==> src/rtl/multicycle_control_pkg.sv <==
// Shared definitions for the multicycle MIPS control sequencer: opcodes, state
// encodings, ALUOp/PCSource encodings and the per-state control decode.
package multicycle_control_pkg;

  localparam int unsigned OPC_W   = 6;
  localparam int unsigned STATE_W = 4;
  localparam int unsigned CNT_W   = 4;

  localparam logic [OPC_W-1:0] OP_RTYPE = 6'b000000;
  localparam logic [OPC_W-1:0] OP_J     = 6'b000010;
  localparam logic [OPC_W-1:0] OP_BEQ   = 6'b000100;
  localparam logic [OPC_W-1:0] OP_BNE   = 6'b000101;
  localparam logic [OPC_W-1:0] OP_ADDI  = 6'b001000;
  localparam logic [OPC_W-1:0] OP_SLTI  = 6'b001010;
  localparam logic [OPC_W-1:0] OP_ANDI  = 6'b001100;
  localparam logic [OPC_W-1:0] OP_ORI   = 6'b001101;
  localparam logic [OPC_W-1:0] OP_LW    = 6'b100011;
  localparam logic [OPC_W-1:0] OP_SW    = 6'b101011;

  typedef enum logic [1:0] {
    ALUOP_ADD   = 2'b00,
    ALUOP_SUB   = 2'b01,
    ALUOP_FUNCT = 2'b10,
    ALUOP_IMM   = 2'b11
  } alu_op_e;

  typedef enum logic [1:0] {
    PCSRC_ALU    = 2'b00,
    PCSRC_ALUOUT = 2'b01,
    PCSRC_JUMP   = 2'b10
  } pc_src_e;

  typedef enum logic [STATE_W-1:0] {
    S_FETCH     = 4'd0,
    S_DECODE    = 4'd1,
    S_MEM_ADDR  = 4'd2,
    S_MEM_READ  = 4'd3,
    S_MEM_WB    = 4'd4,
    S_MEM_WRITE = 4'd5,
    S_EXECUTE   = 4'd6,
    S_ALU_WB    = 4'd7,
    S_BRANCH    = 4'd8,
    S_JUMP      = 4'd9,
    S_IMM_EXEC  = 4'd10,
    S_IMM_WB    = 4'd11,
    S_HALT      = 4'd12
  } state_e;

  typedef struct packed {
    logic    mem_read;
    logic    mem_write;
    logic    ir_write;
    logic    mem_to_reg;
    logic    reg_dst;
    logic    reg_write;
    logic    alu_src_a;
    logic    i_or_d;
    logic    pc_write;
    logic    pc_write_cond;
    logic    pc_write_cond_ne;
    logic [1:0] alu_src_b;
    alu_op_e alu_op;
    pc_src_e pc_source;
  } ctrl_t;

  function automatic logic is_imm_op(input logic [OPC_W-1:0] op);
    return (op == OP_ADDI) || (op == OP_SLTI) || (op == OP_ANDI) || (op == OP_ORI);
  endfunction

  // Control word for a state; last_wait gates the one-cycle write pulses.
  function automatic ctrl_t decode_ctrl(input state_e st, input logic last_wait,
                                        input logic is_bne);
    ctrl_t c;
    c = '0;
    case (st)
      S_FETCH: begin
        c.mem_read  = 1'b1;
        c.alu_src_b = 2'b01;
        c.ir_write  = last_wait;
        c.pc_write  = last_wait;
      end
      S_DECODE:   c.alu_src_b = 2'b11;
      S_MEM_ADDR: begin
        c.alu_src_a = 1'b1;
        c.alu_src_b = 2'b10;
      end
      S_MEM_READ: begin
        c.mem_read = 1'b1;
        c.i_or_d   = 1'b1;
      end
      S_MEM_WB: begin
        c.reg_write  = 1'b1;
        c.mem_to_reg = 1'b1;
      end
      S_MEM_WRITE: begin
        c.i_or_d    = 1'b1;
        c.mem_write = last_wait;
      end
      S_EXECUTE: begin
        c.alu_src_a = 1'b1;
        c.alu_op    = ALUOP_FUNCT;
      end
      S_ALU_WB: begin
        c.reg_dst   = 1'b1;
        c.reg_write = 1'b1;
      end
      S_BRANCH: begin
        c.alu_src_a        = 1'b1;
        c.alu_op           = ALUOP_SUB;
        c.pc_source        = PCSRC_ALUOUT;
        c.pc_write_cond    = ~is_bne;
        c.pc_write_cond_ne = is_bne;
      end
      S_JUMP: begin
        c.pc_write  = 1'b1;
        c.pc_source = PCSRC_JUMP;
      end
      S_IMM_EXEC: begin
        c.alu_src_a = 1'b1;
        c.alu_src_b = 2'b10;
        c.alu_op    = ALUOP_IMM;
      end
      S_IMM_WB:   c.reg_write = 1'b1;
      default:    c = '0;
    endcase
    return c;
  endfunction

endpackage

==> src/rtl/multicycle_control_mem_wait_counter.sv <==
// Memory wait-state counter: loads MEM_WAIT, counts down to zero and holds there.
module mem_wait_counter
  import multicycle_control_pkg::*;
#(
  parameter int unsigned MEM_WAIT = 0
) (
  input  logic clk,
  input  logic rst,
  input  logic load_i,
  output logic done_o,
  output logic done_next_c_o
);

  logic [CNT_W-1:0] cnt_q, cnt_d;
  logic             done_q;

  always_comb begin
    cnt_d = cnt_q;
    if (load_i) begin
      cnt_d = CNT_W'(MEM_WAIT);
    end else if (cnt_q != '0) begin
      cnt_d = cnt_q - CNT_W'(1);
    end
  end

  assign done_next_c_o = (cnt_d == '0);

  always_ff @(posedge clk or posedge rst) begin
    if (rst) begin
      cnt_q  <= CNT_W'(MEM_WAIT);
      done_q <= (MEM_WAIT == 0);
    end else begin
      cnt_q  <= cnt_d;
      done_q <= done_next_c_o;
    end
  end

  assign done_o = done_q;

endmodule

==> src/rtl/multicycle_control.sv <==
// Multicycle MIPS instruction sequencer with memory wait states and illegal-op halt.
// Immediate ALU ops (ADDI/SLTI/ANDI/ORI) are supported when MULTICYCLE_CTRL_IMM_EN is defined.
module multicycle_control
  import multicycle_control_pkg::*;
#(
  parameter int unsigned MEM_WAIT = 0,
  parameter int unsigned OP_W     = 6
) (
  input  logic            clk,
  input  logic            rst,
  input  logic [OP_W-1:0] Op_code,
  output logic            MemRead,
  output logic            MemWrite,
  output logic            IRWrite,
  output logic            MemtoReg,
  output logic            RegDst,
  output logic            RegWrite,
  output logic            ALUSrcA,
  output logic            IorD,
  output logic            PCWrite,
  output logic            PCWriteCond,
  output logic            PCWriteCondNe,
  output logic [1:0]      ALUSrcB,
  output logic [1:0]      ALUOp,
  output logic [1:0]      PCSource,
  output logic            illegal_op,
  output logic [3:0]      state_dbg
);

  state_e          state_q, state_d;
  logic [OP_W-1:0] op_q, op_d;
  logic            illegal_q, illegal_d;
  logic            run_q;
  ctrl_t           ctrl_q, ctrl_d;
  logic            wait_load, wait_done, wait_done_next;

  mem_wait_counter #(
    .MEM_WAIT (MEM_WAIT)
  ) u_wait (
    .clk           (clk),
    .rst           (rst),
    .load_i        (wait_load),
    .done_o        (wait_done),
    .done_next_c_o (wait_done_next)
  );

  // Next state, latched opcode and the control word for the coming cycle.
  always_comb begin
    state_d   = state_q;
    op_d      = op_q;
    illegal_d = illegal_q;
    wait_load = 1'b0;
    ctrl_d    = '0;

    if (state_q == S_DECODE) begin
      op_d = Op_code;
    end

    // First edge after reset only arms the sequencer so FETCH gets its full length.
    if (!run_q) begin
      state_d = S_FETCH;
    end else begin
      case (state_q)
        S_FETCH:     if (wait_done) state_d = S_DECODE;
        S_DECODE: begin
          if (Op_code == OP_W'(OP_RTYPE)) begin
            state_d = S_EXECUTE;
          end else if ((Op_code == OP_W'(OP_LW)) || (Op_code == OP_W'(OP_SW))) begin
            state_d = S_MEM_ADDR;
          end else if ((Op_code == OP_W'(OP_BEQ)) || (Op_code == OP_W'(OP_BNE))) begin
            state_d = S_BRANCH;
          end else if (Op_code == OP_W'(OP_J)) begin
            state_d = S_JUMP;
`ifdef MULTICYCLE_CTRL_IMM_EN
          end else if (is_imm_op(OPC_W'(Op_code))) begin
            state_d = S_IMM_EXEC;
`endif
          end else begin
            state_d = S_HALT;
          end
        end
        S_MEM_ADDR:  state_d = (op_q == OP_W'(OP_LW)) ? S_MEM_READ : S_MEM_WRITE;
        S_MEM_READ:  if (wait_done) state_d = S_MEM_WB;
        S_MEM_WB:    state_d = S_FETCH;
        S_MEM_WRITE: if (wait_done) state_d = S_FETCH;
        S_EXECUTE:   state_d = S_ALU_WB;
        S_ALU_WB:    state_d = S_FETCH;
        S_BRANCH:    state_d = S_FETCH;
        S_JUMP:      state_d = S_FETCH;
`ifdef MULTICYCLE_CTRL_IMM_EN
        S_IMM_EXEC:  state_d = S_IMM_WB;
        S_IMM_WB:    state_d = S_FETCH;
`endif
        S_HALT:      state_d = S_HALT;
        default:     state_d = S_HALT;
      endcase
    end

    wait_load = !run_q ||
                ((state_d != state_q) &&
                 ((state_d == S_FETCH) || (state_d == S_MEM_READ) || (state_d == S_MEM_WRITE)));
    illegal_d = illegal_q || (state_d == S_HALT);
    ctrl_d    = decode_ctrl(state_d, wait_done_next, op_d == OP_W'(OP_BNE));
  end

  always_ff @(posedge clk or posedge rst) begin
    if (rst) begin
      state_q   <= S_FETCH;
      op_q      <= '0;
      illegal_q <= 1'b0;
      run_q     <= 1'b0;
      ctrl_q    <= '0;
    end else begin
      state_q   <= state_d;
      op_q      <= op_d;
      illegal_q <= illegal_d;
      run_q     <= 1'b1;
      ctrl_q    <= ctrl_d;
    end
  end

  assign MemRead       = ctrl_q.mem_read;
  assign MemWrite      = ctrl_q.mem_write;
  assign IRWrite       = ctrl_q.ir_write;
  assign MemtoReg      = ctrl_q.mem_to_reg;
  assign RegDst        = ctrl_q.reg_dst;
  assign RegWrite      = ctrl_q.reg_write;
  assign ALUSrcA       = ctrl_q.alu_src_a;
  assign IorD          = ctrl_q.i_or_d;
  assign PCWrite       = ctrl_q.pc_write;
  assign PCWriteCond   = ctrl_q.pc_write_cond;
  assign PCWriteCondNe = ctrl_q.pc_write_cond_ne;
  assign ALUSrcB       = ctrl_q.alu_src_b;
  assign ALUOp         = ctrl_q.alu_op;
  assign PCSource      = ctrl_q.pc_source;
  assign illegal_op    = illegal_q;
  assign state_dbg     = state_q;

endmodule

==> config.mk <==
export PLATFORM = sky130hd
export DESIGN_NAME = multicycle_control
export DESIGN_NICKNAME = d
export VERILOG_FILES = /design/src/rtl/multicycle_control_pkg.sv /design/src/rtl/multicycle_control_mem_wait_counter.sv /design/src/rtl/multicycle_control.sv
export SDC_FILE = /design/constraint.sdc
export NUM_CORES = 1
export LEC_CHECK = 0
export ABC_CLOCK_PERIOD_IN_PS = 3550
export CORE_AREA = 2 2 61 63
export DETAILED_ROUTE_END_ITERATION = 6
export DIE_AREA = 0 0 63 65
export MAX_ROUTING_LAYER = met4
export PLACE_DENSITY = 0.76
export SLEW_MARGIN = 30
export SYNTH_ARGS = -nofsm -noshare
export SYNTH_HDL_FRONTEND = slang
export SYNTH_HIERARCHICAL = 1
export SYNTH_SLANG_ARGS = --single-unit
==> constraint.sdc <==
create_clock -name clk -period 3.55 [get_ports clk]
set_input_delay 0.71 -clock clk [delete_from_list [all_inputs] [get_ports clk]]
set_output_delay 0.71 -clock clk [all_outputs]
set_load 0.01 [all_outputs]
# ---- After elaboration in Yosys (flattened, before gate mapping)
# Index checks and enable logic that the tools add are counted.
dict set report word_totals {
  register_bits 34
  output_inout_bits 22
}
dict set report op_classes {
  addsub 1
  n_eq_ne 29
  n_mux 26
  bitwise_logic 1
  n_reduce_logical 19
}
# operator n
set ops {}
lappend ops {{$eq 4x3->1 const B} 8}
lappend ops {{$mux 4} 8}
lappend ops {{$eq 4x4->1 const B} 7}
lappend ops {{$pmux 4 s7} 1}
lappend ops {{$eq 6x3->1 const B} 3}
lappend ops {{$eq 6x6->1 const B} 3}
lappend ops {{$eq 4x2->1 const B} 4}
lappend ops {{$logic_not 4->1} 3}
lappend ops {{$pmux 2 s3} 2}
lappend ops {{$mux 3} 3}
lappend ops {{$eq 4x1->1 const B} 2}
lappend ops {{$mux 1} 8}
lappend ops {{$reduce_or 4->1} 2}
lappend ops {{$eq 6x2->1 const B} 1}
lappend ops {{$logic_not 6->1} 1}
lappend ops {{$logic_or 1x1->1} 6}
lappend ops {{$mux 6} 1}
lappend ops {{$reduce_or 2->1} 3}
lappend ops {{$ne 4x4->1} 1}
lappend ops {{$pmux 2 s2} 1}
lappend ops {{$reduce_bool 4->1} 1}
lappend ops {{$sub 4x1->4 const B} 1}
lappend ops {{$reduce_or 3->1} 1}
lappend ops {{$mux 2} 1}
lappend ops {{other kinds (4)} 4}

# ---- Logic depth before layout (Yosys ltp)
# Gate-level depths: netlist of run 1.
dict set report logic_depth {
  ltp_word 15
  mapped_depth 11
}

# ---- Modules after synthesis
# The synthesis of run 1 kept the hierarchy.
# mod instances cells_per_inst area_each_um2
set modules_own_cells {}
lappend modules_own_cells {multicycle_control 1 131 1445.1}
lappend modules_own_cells {mem_wait_counter 1 26 265.3}

# ---- Worst setup path after synthesis of run 1
# No wires, ideal clock.
dict set report synth_path {
  kind {in2reg}
  startpoint {input Op_code[5]}
  endpoint {register ctrl_q (netlist bit PCWrite)}
  arrival_time_ns 2.857
  t_required_ns 3.422
  setup_slack_ns 0.565
  stages 10
  path_buffers 1
  cell_sequence {or4b_2 -> o21a_1 -> a211oi_2 -> and2_4 -> buf_6 -> or3b_1 -> a32oi_1 -> or3_1 -> nand3_1 -> o21ai_0}
}
# item line
set synth_rtl {}
lappend synth_rtl {{from (decl)} multicycle_control.sv:11} ;# input logic [OP_W-1:0] Op_code,
lappend synth_rtl {{to (signal assigned)} multicycle_control.sv:118} ;# ctrl_q <= ctrl_d;
lappend synth_rtl {{to (decl)} multicycle_control.sv:34} ;# ctrl_t ctrl_q, ctrl_d;

==> metrics, run 1 <==
multi-input logic area=774 um2; Met2 Wirelength=1.62 mm; Syn. warnings=6; CP endpoint kind=flop; HPWL after DPL=2.47 mm; largest family of logic cells by synthesized area=simple AND/OR/NAND/NOR gates; Area contributors post-synth=dfrtp_1 48%, mux2_2 4.0%, nor2_1 3.1%; Core Rows=22; Synth Area in Compound Gates=0.151; Final Max Slew Viols=0; top_reg_cell synth=dfrtp_1; Cell variety after synth=52; H-tree levels=2; cell taking the most area after synthesis=dfrtp_1; Die Ht=65 um; CTS tree=yes; Via Count=1,260; Worst setup SP type=primary input; RSZ-0062 raised after global routing=false; synthesized instance count=157; simple-gate share of the synthesized area=0.232; core outline area=0.00350 mm2; initial DRC count=52; Num Clock Sinks=34; Area Growth Syn to Fin=25.3%; Reg clk slew, reported paths=0.11 ns; Fillers=306; Final min period=3.15 ns; sequential cell area=852 um2; final setup fails=0; Post-synth ARST share=1.00; path type of the worst min-delay path=flop to flop; worst setup margin=0.405 ns; CP Class=primary input to flop; cts hold-fix bufs=0; vias in the first global route=1,236; sequential-to-total area share from yosys stat=0.498; XOR/XNOR share of the synthesized area=0.0154; Root Buffer=clkbuf_4; initial antenna violation count=0; wire length on met1=1.40 mm; Post-Synth Adder-Cell Area=0.00732; Die Span X=63 um; WL met3=179 um; required time of the critical path=3.78 ns; IO buf count=29; Clock Path Buffers=2; hold_ws=0.470 ns; Worst-Margin Slew=0.618 ns; diodes inserted=0; post-synth top area share=0.483; Design Area, Final=0.00214 mm2; Top Metal Used=met4; largest net degree at the start of global routing=30; share of layout cells above drive strength 1=0.188; Setup WS pre-CTS=0.0571 ns; Post-CTS Repair Setup Buffers=0; Final Cycle Share=0.886; Hold Vio Cnt, Final=0; remaining global-route overflow=0; Post-synth EDFFs=0; initial core utilization=0.489; Max transition margin=0.587; Worst VDD drop=0.272 mV; post-place instance area=0.00204 mm2; syn_nets=166; GRT Total Usage=0.186; Routed WL=3.23 mm; synthesized cell area=0.00171 mm2; first-pass GRT wire length=5.66 mm; CTS Buf Count=5; Detailed Routing Iterations Pass 1=5; clock skew=0.00859 ns; crit path DAT=3.37 ns; Via density=5.25; Syn Area/Cell=10.9 um2; PwrDens=535 mW/mm2; Placer Congestion=0.858; die area=0.00410 mm2; Max Freq=0.318 GHz; Max-cap violations=0; DRC viols=0; Final #Nets=200; # IOs=30; sum of negative setup slack=0 ns; mux contribution to synthesized area=0.0454; Routed Antenna Nets=0; Yosys reg bits=34; status=finished clean; Gates resized, CTS repair=0; WL/cell=13.5 um; worst-path fanout max=8; Lkg Pwr=0.000946 uW; worst skew pair latency=0.34 ns
==> cell families after synthesis <==
kind of cell | Yosys count
other | 1
flip-flops | 34
XOR/XNOR | 3
AND/OR/NAND/NOR | 64
AO/OA/AOI/OAI | 31
buffers and inverters | 16
multiplexers | 7
adder cells (fa/ha/maj) | 1
==> worst max-delay path: stages <==
cell and delay, ns:
clkdlybuf4s50_1 0.51, or4b_2 0.61, o21a_1 0.20, a211oi_2 0.24, and2_4 0.23, or3b_1 0.13, a32oi_1 0.11, or3_1 0.43
nand3_1 0.11, o21ai_0 0.09
==> per-stage QoR <==
| step | utilization | power, uW | std cells |
|---|---|---|---|
| after CTS | 0.613 | 1160 | 240 |
| after global routing | 0.613 | 1210 | 240 |
| after detailed placement | 0.583 | 804 | 232 |
| after floorplan | - | 692 | 157 |
| after global placement | 0.583 | 796 | 232 |
| final | 0.613 | 1150 | 240 |
==> sequential cells by signal, indices dropped and copies added (netlist names), 2 cells and up <==
| signal | cells |
|---|---|
| PCSource | 2 |
| op_q | 6 |
| ALUSrcB | 2 |
| state_dbg | 4 |
| u_wait/cnt_q | 4 |
| ALUOp | 2 |
==> cells in the mapped netlist (3+ instances only) <==
library cell / instances
dfrtp_1: 33
nor2_1: 14
inv_1: 12
nand2_1: 11
a21oi_1: 6
mux2_2: 6
nor3_1: 6
o21ai_0: 5
a211oi_2: 3
and2_1: 3
and3_2: 3
buf_6: 3
nor4b_1: 3
o211ai_1: 3
==> worst paths after layout <==
path,start,to,slack (ns),depth (start not counted)
min in group asynchronous,rst,u_wait/cnt_q[3],0.60,2
hold reg to reg,illegal_op,illegal_op,0.47,1
hold / removal,illegal_op,illegal_op,0.47,1
max in group asynchronous,rst,op_q[3],2.41,2
setup reg to reg,state_dbg[0],PCWrite,0.63,9
setup / recovery,Op_code[2],PCWrite,0.40,10
==> cells in the final DEF, fill, tap and decap left out, types with 2 or more instances in the layout <==
master	instances
dfrtp_1	33
clkdlybuf4s50_1	29
nor2_1	14
inv_1	11
nand2_1	11
nor3_1	6
mux2_2	6
a21oi_1	6
o21ai_0	5
clkbuf_4	5
and2_1	3
nor4b_1	3
a211oi_2	3
and3_2	3
o211ai_1	3
nand2b_1	2
o21a_1	2
nor3b_1	2
nand3_1	2
and3_1	2
or3b_4	2
a21o_1	2
xnor2_1	2
bufinv_16	2
buf_4	2
==> area by class of cell <==
type,instances,area share
Clock buffer,5,0.0175
Clock inverter,3,0.0321
Inverter,12,0.0210
Multi-Input combinational cell,107,0.361
Sequential cell,34,0.398
Tap cell,48,0.0280
Timing Repair Buffer,31,0.142
==> where the power goes <==
part / total (uW) / leakage, uW / internal (uW) / switching [uW]
clock: 352 / 0.0000554 / 220 / 132
sequential: 490 / 0.000433 / 449 / 40.6
combinational: 305 / 0.000458 / 163 / 143
total: 1150 / 0.000946 / 832 / 315
==> layer usage <==
layer	up-vias	GRT usage
li1	624	-
met1	599	0.211
met2	32	0.309
met3	5	0.0538
met4	0	0.0806
met5	-	-
No activity file was read; power rests on OpenSTA's default activity.
==> run 2, diff against run 1 <==
- SLEW_MARGIN: 30 -> 40
==> results of run 2 <==
Same layout as run 1: the final DEF is identical, and so are final timing and power.
